$ cat src/rtl/cacheline_burst_adaptor.sv
// cacheline_burst_adaptor: serves whole-line cache fills/writebacks as BEATS-beat memory bursts.
// Latency: request sampled at edge T, burst strobe cycles T+1..T+BEATS (no stalls), resp_o at T+BEATS+1.
// Backpressure: resp_i=0 stalls the burst; counter, buffer, burst_o and address_o hold.
//
// Ports:
//   clk, rst                      clock, synchronous active-high reset
//   address_i/read_i/write_i      cache line request (level, held until resp_o)
//   line_i / line_o               writeback data in / fill data out (line_o holds until next read done)
//   resp_o                        one-cycle completion pulse
//   address_o/read_o/write_o      memory burst address and strobes (registered)
//   burst_o / burst_i             write beat data out / read beat data in
//   resp_i                        memory beat accept/valid, one beat per cycle
//   err_o                         sticky protocol error flag, present only with
//                                 CACHELINE_ADAPTOR_PROTO_CHK_EN defined
module cacheline_burst_adaptor #(
  parameter int LINE_W  = 256,
  parameter int BURST_W = 64
) (
  input  logic               clk,
  input  logic               rst,
  input  logic [31:0]        address_i,
  input  logic               read_i,
  input  logic               write_i,
  input  logic [LINE_W-1:0]  line_i,
  output logic [LINE_W-1:0]  line_o,
  output logic               resp_o,
  output logic [31:0]        address_o,
  output logic               read_o,
  output logic               write_o,
  output logic [BURST_W-1:0] burst_o,
  input  logic [BURST_W-1:0] burst_i,
  input  logic               resp_i
`ifdef CACHELINE_ADAPTOR_PROTO_CHK_EN
  ,
  output logic               err_o
`endif
);

  localparam int BEATS = LINE_W / BURST_W;
  localparam int CW    = (BEATS > 1) ? $clog2(BEATS) : 1;
  localparam int OFF   = $clog2(LINE_W / 8);
  localparam logic [CW-1:0] LAST = CW'(BEATS - 1);

  typedef enum logic [1:0] {S_IDLE, S_RD, S_WR, S_DONE} state_t;

  state_t              r_state, w_state_nxt;
  logic [CW-1:0]       r_cnt, w_cnt_nxt, w_cnt_inc;
  logic [LINE_W-1:0]   r_buf, w_buf_nxt;
  logic [31-OFF:0]     r_addr, w_addr_nxt;
  logic [LINE_W-1:0]   r_line;
  logic                r_resp, r_read, r_write;
  logic [BURST_W-1:0]  r_burst;

  // Byte offset within the line is irrelevant: bursts are always line aligned.
  logic w_unused_addr_lsbs;
  assign w_unused_addr_lsbs = ^address_i[OFF-1:0];

  assign w_cnt_inc = (r_cnt == LAST) ? '0 : r_cnt + 1'b1;

  always_comb begin
    w_state_nxt = r_state;
    w_cnt_nxt   = r_cnt;
    w_buf_nxt   = r_buf;
    w_addr_nxt  = r_addr;
    unique case (r_state)
      S_IDLE: begin
        // Write wins when both are raised; the still-held read is launched
        // from IDLE once the write has completed.
        if (write_i) begin
          w_state_nxt = S_WR;
          w_buf_nxt   = line_i;
          w_cnt_nxt   = '0;
          w_addr_nxt  = address_i[31:OFF];
        end else if (read_i) begin
          w_state_nxt = S_RD;
          w_cnt_nxt   = '0;
          w_addr_nxt  = address_i[31:OFF];
        end
      end
      S_RD: begin
        if (resp_i) begin
          w_buf_nxt[r_cnt*BURST_W +: BURST_W] = burst_i;
          w_cnt_nxt = w_cnt_inc;
          if (r_cnt == LAST) w_state_nxt = S_DONE;
        end
      end
      S_WR: begin
        if (resp_i) begin
          w_cnt_nxt = w_cnt_inc;
          if (r_cnt == LAST) w_state_nxt = S_DONE;
        end
      end
      S_DONE: w_state_nxt = S_IDLE;
      default: w_state_nxt = S_IDLE;
    endcase
  end

  // Outputs are decoded from next-state values so they are registered yet
  // line up with the state they describe.
  always_ff @(posedge clk) begin
    if (rst) begin
      r_state <= S_IDLE;
      r_cnt   <= '0;
      r_buf   <= '0;
      r_addr  <= '0;
      r_line  <= '0;
      r_resp  <= 1'b0;
      r_read  <= 1'b0;
      r_write <= 1'b0;
      r_burst <= '0;
    end else begin
      r_state <= w_state_nxt;
      r_cnt   <= w_cnt_nxt;
      r_buf   <= w_buf_nxt;
      r_addr  <= w_addr_nxt;
      r_resp  <= (w_state_nxt == S_DONE);
      r_read  <= (w_state_nxt == S_RD);
      r_write <= (w_state_nxt == S_WR);
      r_burst <= (w_state_nxt == S_WR) ? w_buf_nxt[w_cnt_nxt*BURST_W +: BURST_W] : '0;
      if (r_state == S_RD && w_state_nxt == S_DONE) r_line <= w_buf_nxt;
    end
  end

  assign line_o    = r_line;
  assign resp_o    = r_resp;
  assign address_o = {r_addr, {OFF{1'b0}}};
  assign read_o    = r_read;
  assign write_o   = r_write;
  assign burst_o   = r_burst;

`ifdef CACHELINE_ADAPTOR_PROTO_CHK_EN
  // Sticky: a beat offered while no burst is active, or the cache abandoning
  // its request mid-burst. Observation only, never steers the data path.
  logic r_err;
  always_ff @(posedge clk) begin
    if (rst) begin
      r_err <= 1'b0;
    end else if (((r_state == S_IDLE || r_state == S_DONE) && resp_i) ||
                 ((r_state == S_RD || r_state == S_WR) && !read_i && !write_i)) begin
      r_err <= 1'b1;
    end
  end
  assign err_o = r_err;
`endif

endmodule

$ cat config.mk
export PLATFORM = sky130hd
export DESIGN_NAME = cacheline_burst_adaptor
export DESIGN_NICKNAME = d
export VERILOG_FILES = /design/src/rtl/cacheline_burst_adaptor.sv
export SDC_FILE = /design/constraint.sdc
export NUM_CORES = 1
export LEC_CHECK = 0
export ABC_CLOCK_PERIOD_IN_PS = 3000
export CAP_MARGIN = 15
export CORE_AREA = 3 3 279 281
export CTS_CLUSTER_SIZE = 20
export DETAILED_ROUTE_END_ITERATION = 8
export DIE_AREA = 0 0 282 284
export MAX_ROUTING_LAYER = met4
export PLACE_DENSITY = 0.61
export REMOVE_ABC_BUFFERS = 1
export SYNTH_ARGS = -nofsm -noshare
export SYNTH_HDL_FRONTEND = slang
export SYNTH_SLANG_ARGS = --single-unit
export TNS_END_PERCENT = 50
$ cat constraint.sdc
create_clock -name clk -period 3 [get_ports clk]
set_input_delay 0.6 -clock clk [delete_from_list [all_inputs] [get_ports clk]]
set_output_delay 0.6 -clock clk [all_outputs]
set_load 0.05 [all_outputs]
==> flow_summary_export.csv <==
group,metric,value,unit
route,vias,24400,
die,core,75700,um^2
cts,cts.sinks,610,
route,detail-route-antenna-nets,0,
cts,cts_resized,0,
logic_synthesis,synth_flop_cell,"dfxtp_1",
route,via_per_inst,5.62,
cts,ctsHoldBuffers,0,
global_routing,grt-busiest-layer,"met2",
run_status,status,"finished with violations",
cells_and_area,fin_nets,3654,
logic_synthesis,synth_warnings,0,
cts,cts_made_buffers,70,
sta,period_share,0.935,
logic_synthesis,async_flop_share,0,
run_status,violations,"design-rule violations",
logic_synthesis,synth_area_leaders,"dfxtp_1 46%, mux2_2 15%, a211oi_2 9.4%",
cells_and_area,drive_gt1_frac,0.286,
cts,clk_path_buf_depth,3,
cells_and_area,final_common_cell,"clkdlybuf4s50_1",
sta,tightest_slew,1240,ps
cells_and_area,final_cell_mix,"699 x clkdlybuf4s50_1, 610 x dfxtp_1, 516 x nor2_1, 359 x mux2_2, 231 x a222oi_1",
sta,maxSlewHeadroom,0.175,
critical_path,required,3520,ps
placed_design,dp_cells,4194,
sta,holdWs,363,ps
global_routing,grt_max_degree,179,
logic_synthesis,synth_top_area_cell,"dfxtp_1",
cts,clk_pin_slew_worst_paths,60,ps
global_routing,use_met3,0.0624,
power,max-vdd-ir-drop,0.454,mV
route,post-route-drc-count,9,
critical_path,crit_slowest_cell,"a31oi_4",
route,drt_pre_antenna_iters,9,
critical_path,crit_path_end_kind,"flop",
critical_path,crit_fanout,29,
power,p_per_area,595,nW/um^2
die,die_y,284,um
critical_path,criticalPathCategory,"reg -> reg",
logic_synthesis,ys_seq_elements,610,
sta,fmax,356,MHz
route,wl,105000,um
cts,post_cts_buffers,0,
cells_and_area,syn_to_final_growth,45.2,%
cells_and_area,n_fill_cell,6721,
logic_synthesis,yosysUniqueCellTypes,44,
logic_synthesis,synth-edff-count,0,
logic_synthesis,seq_area_frac_synth,0.458,
cts,cts_max_level,3,
cells_and_area,final_util,0.512,
die,die_x,282,um
critical_path,cp_slowest_stage_delay,490,ps
critical_path,worstPathArrival,3330,ps
cells_and_area,final_cells,4342,
route,dr.first_iter.drc_count,2727,
placed_design,place_congestion,0.906,
power,power.leakage,13.8,nW
sta,drv_slew,0,
global_routing,track_usage,0.257,
cts,clock_tree.root_cell,"clkbuf_16",
flow_run,maxCapViolations,0,
global_routing,grt_pass1_wl,153000,um
critical_path,critPathLaunchType,"flop",
sta,finalWorstSetupSlack,195,ps
placed_design,dp_hpwl,72200,um
sta,setup-violations-final,0,
global_routing,grt-ovfl-total,0,
worst_hold_path,hold_path_class,"in -> reg",
global_routing,grt_use_met2,0.427,
sta,fin_skew,22.1,ps
placed_design,pre_cts_ws,-50.4,ps
logic_synthesis,syn_area,26700,um^2
sta,hold_viol_final,0,
global_routing,antenna_found_initial,22,
logic_synthesis,synth_top_area_share,0.458,
route,wire_per_inst,24.1,um
placed_design,place.port_buffers,701,
logic_synthesis,syn_inst,2517,
global_routing,first_global_vias,24900,
global_routing,met1_usage,0.293,
cts,worstSkewPairLatency,600,ps
sta,rsz0062_at_grt,"no",
critical_path,crit_path_cell_trace,"inv_1 -> ha_1 -> buf_4 -> nor2b_4 -> a31oi_4 -> buf_12 -> a222oi_1 -> mux2_1 -> o22ai_1",
die,io_pins,712,
die,die_area,80100,um^2
cts,cts_tree,"done",
die,start_util,0.352,
logic_synthesis,syn_avg_cell_area,10.6,um^2
die,row_count,101,
sta,fin_crit,2810,ps
## worst max-delay path, delay by kind of cell, from the launching register on
family | cells | cell delay, ps
compound gates | 3 | 810
buf+inv | 3 | 690
fa+ha+maj | 1 | 410
mux | 1 | 380
flops | 1 | 350
simple gates | 1 | 70
## final cells by class
type	instances	area [um^2]	share of cell area
diodes	23	57.6	0.00149
clock buffers	105	2130	0.0551
clock inverters	20	272	0.00701
inverters	10	37.5	0.000969
multi-input cells	1636	13200	0.340
flip-flops and latches	610	12200	0.315
well taps	978	1220	0.0316
repair buffers	960	9620	0.248
## through the flow
stage	area (um^2)	power [W]	TNS, ps
after floorplan	25300	0.0118	-9425070
final	38700	0.0231	0
after CTS	38700	0.0232	0
after global placement	36300	0.0142	-5.81
after detailed placement	36300	0.0143	-141
after global routing	38700	0.0239	0
## sequential cells by signal, summed over array words and instances (netlist names)
signal	flops
line_o	256
r_buf	256
burst_o	64
r_addr	27
r_cnt	2
r_state	2
read_o	1
resp_o	1
write_o	1
## kinds of logic after synthesis
logic type | count (synthesis) | synth area share
DFF | 610 | 0.458
buffers and inverters | 275 | 0.0525
adders and majority gates | 9 | 0.00422
muxes | 384 | 0.161
and+or+nand+nor | 617 | 0.0934
other | 1 | 0.000141
AOI/OAI and AO/OA | 621 | 0.231
## worst paths after layout
path,slack (ps),cells after the start,end,start
min reg2reg,460,2,r_addr[22]$_SDFFE_PP0P_,r_addr[22]$_SDFFE_PP0P_
min,360,2,r_addr[15]$_SDFFE_PP0P_,rst
max reg2reg,190,9,burst_o[3]$_SDFF_PP0_,r_state[1]$_SDFF_PP0_
max,190,9,burst_o[3]$_SDFF_PP0_,r_state[1]$_SDFF_PP0_
## power by group
part           internal, W  leakage (nW)  total, W  switching (W)
Clock              0.00536          1.17   0.00887        0.00351
Combinational      0.00239          7.67   0.00532        0.00293
Sequential         0.00861          4.97   0.00887       0.000262
## cell usage after synthesis (all sizes together), types with 3 or more instances
cell type / count
a211oi: 256
a21oi: 31
a221oi: 21
a222oi: 231
a31oi: 7
a32o: 4
buf: 139
clkbuf: 126
dfxtp: 610
ha: 9
inv: 10
mux2: 363
mux2i: 21
nand2: 58
nand2b: 4
nor2: 517
nor2b: 26
nor4b: 3
o22ai: 65
## routing by layer
metal | routed length (um) | vias to the layer above
met1 | 40600 | 11900
met5 | 0 | -
met3 | 8920 | 211
met2 | 51400 | 1131
li1 | - | 11100
met4 | 3730 | 0
(Power assumes the default switching activity.)
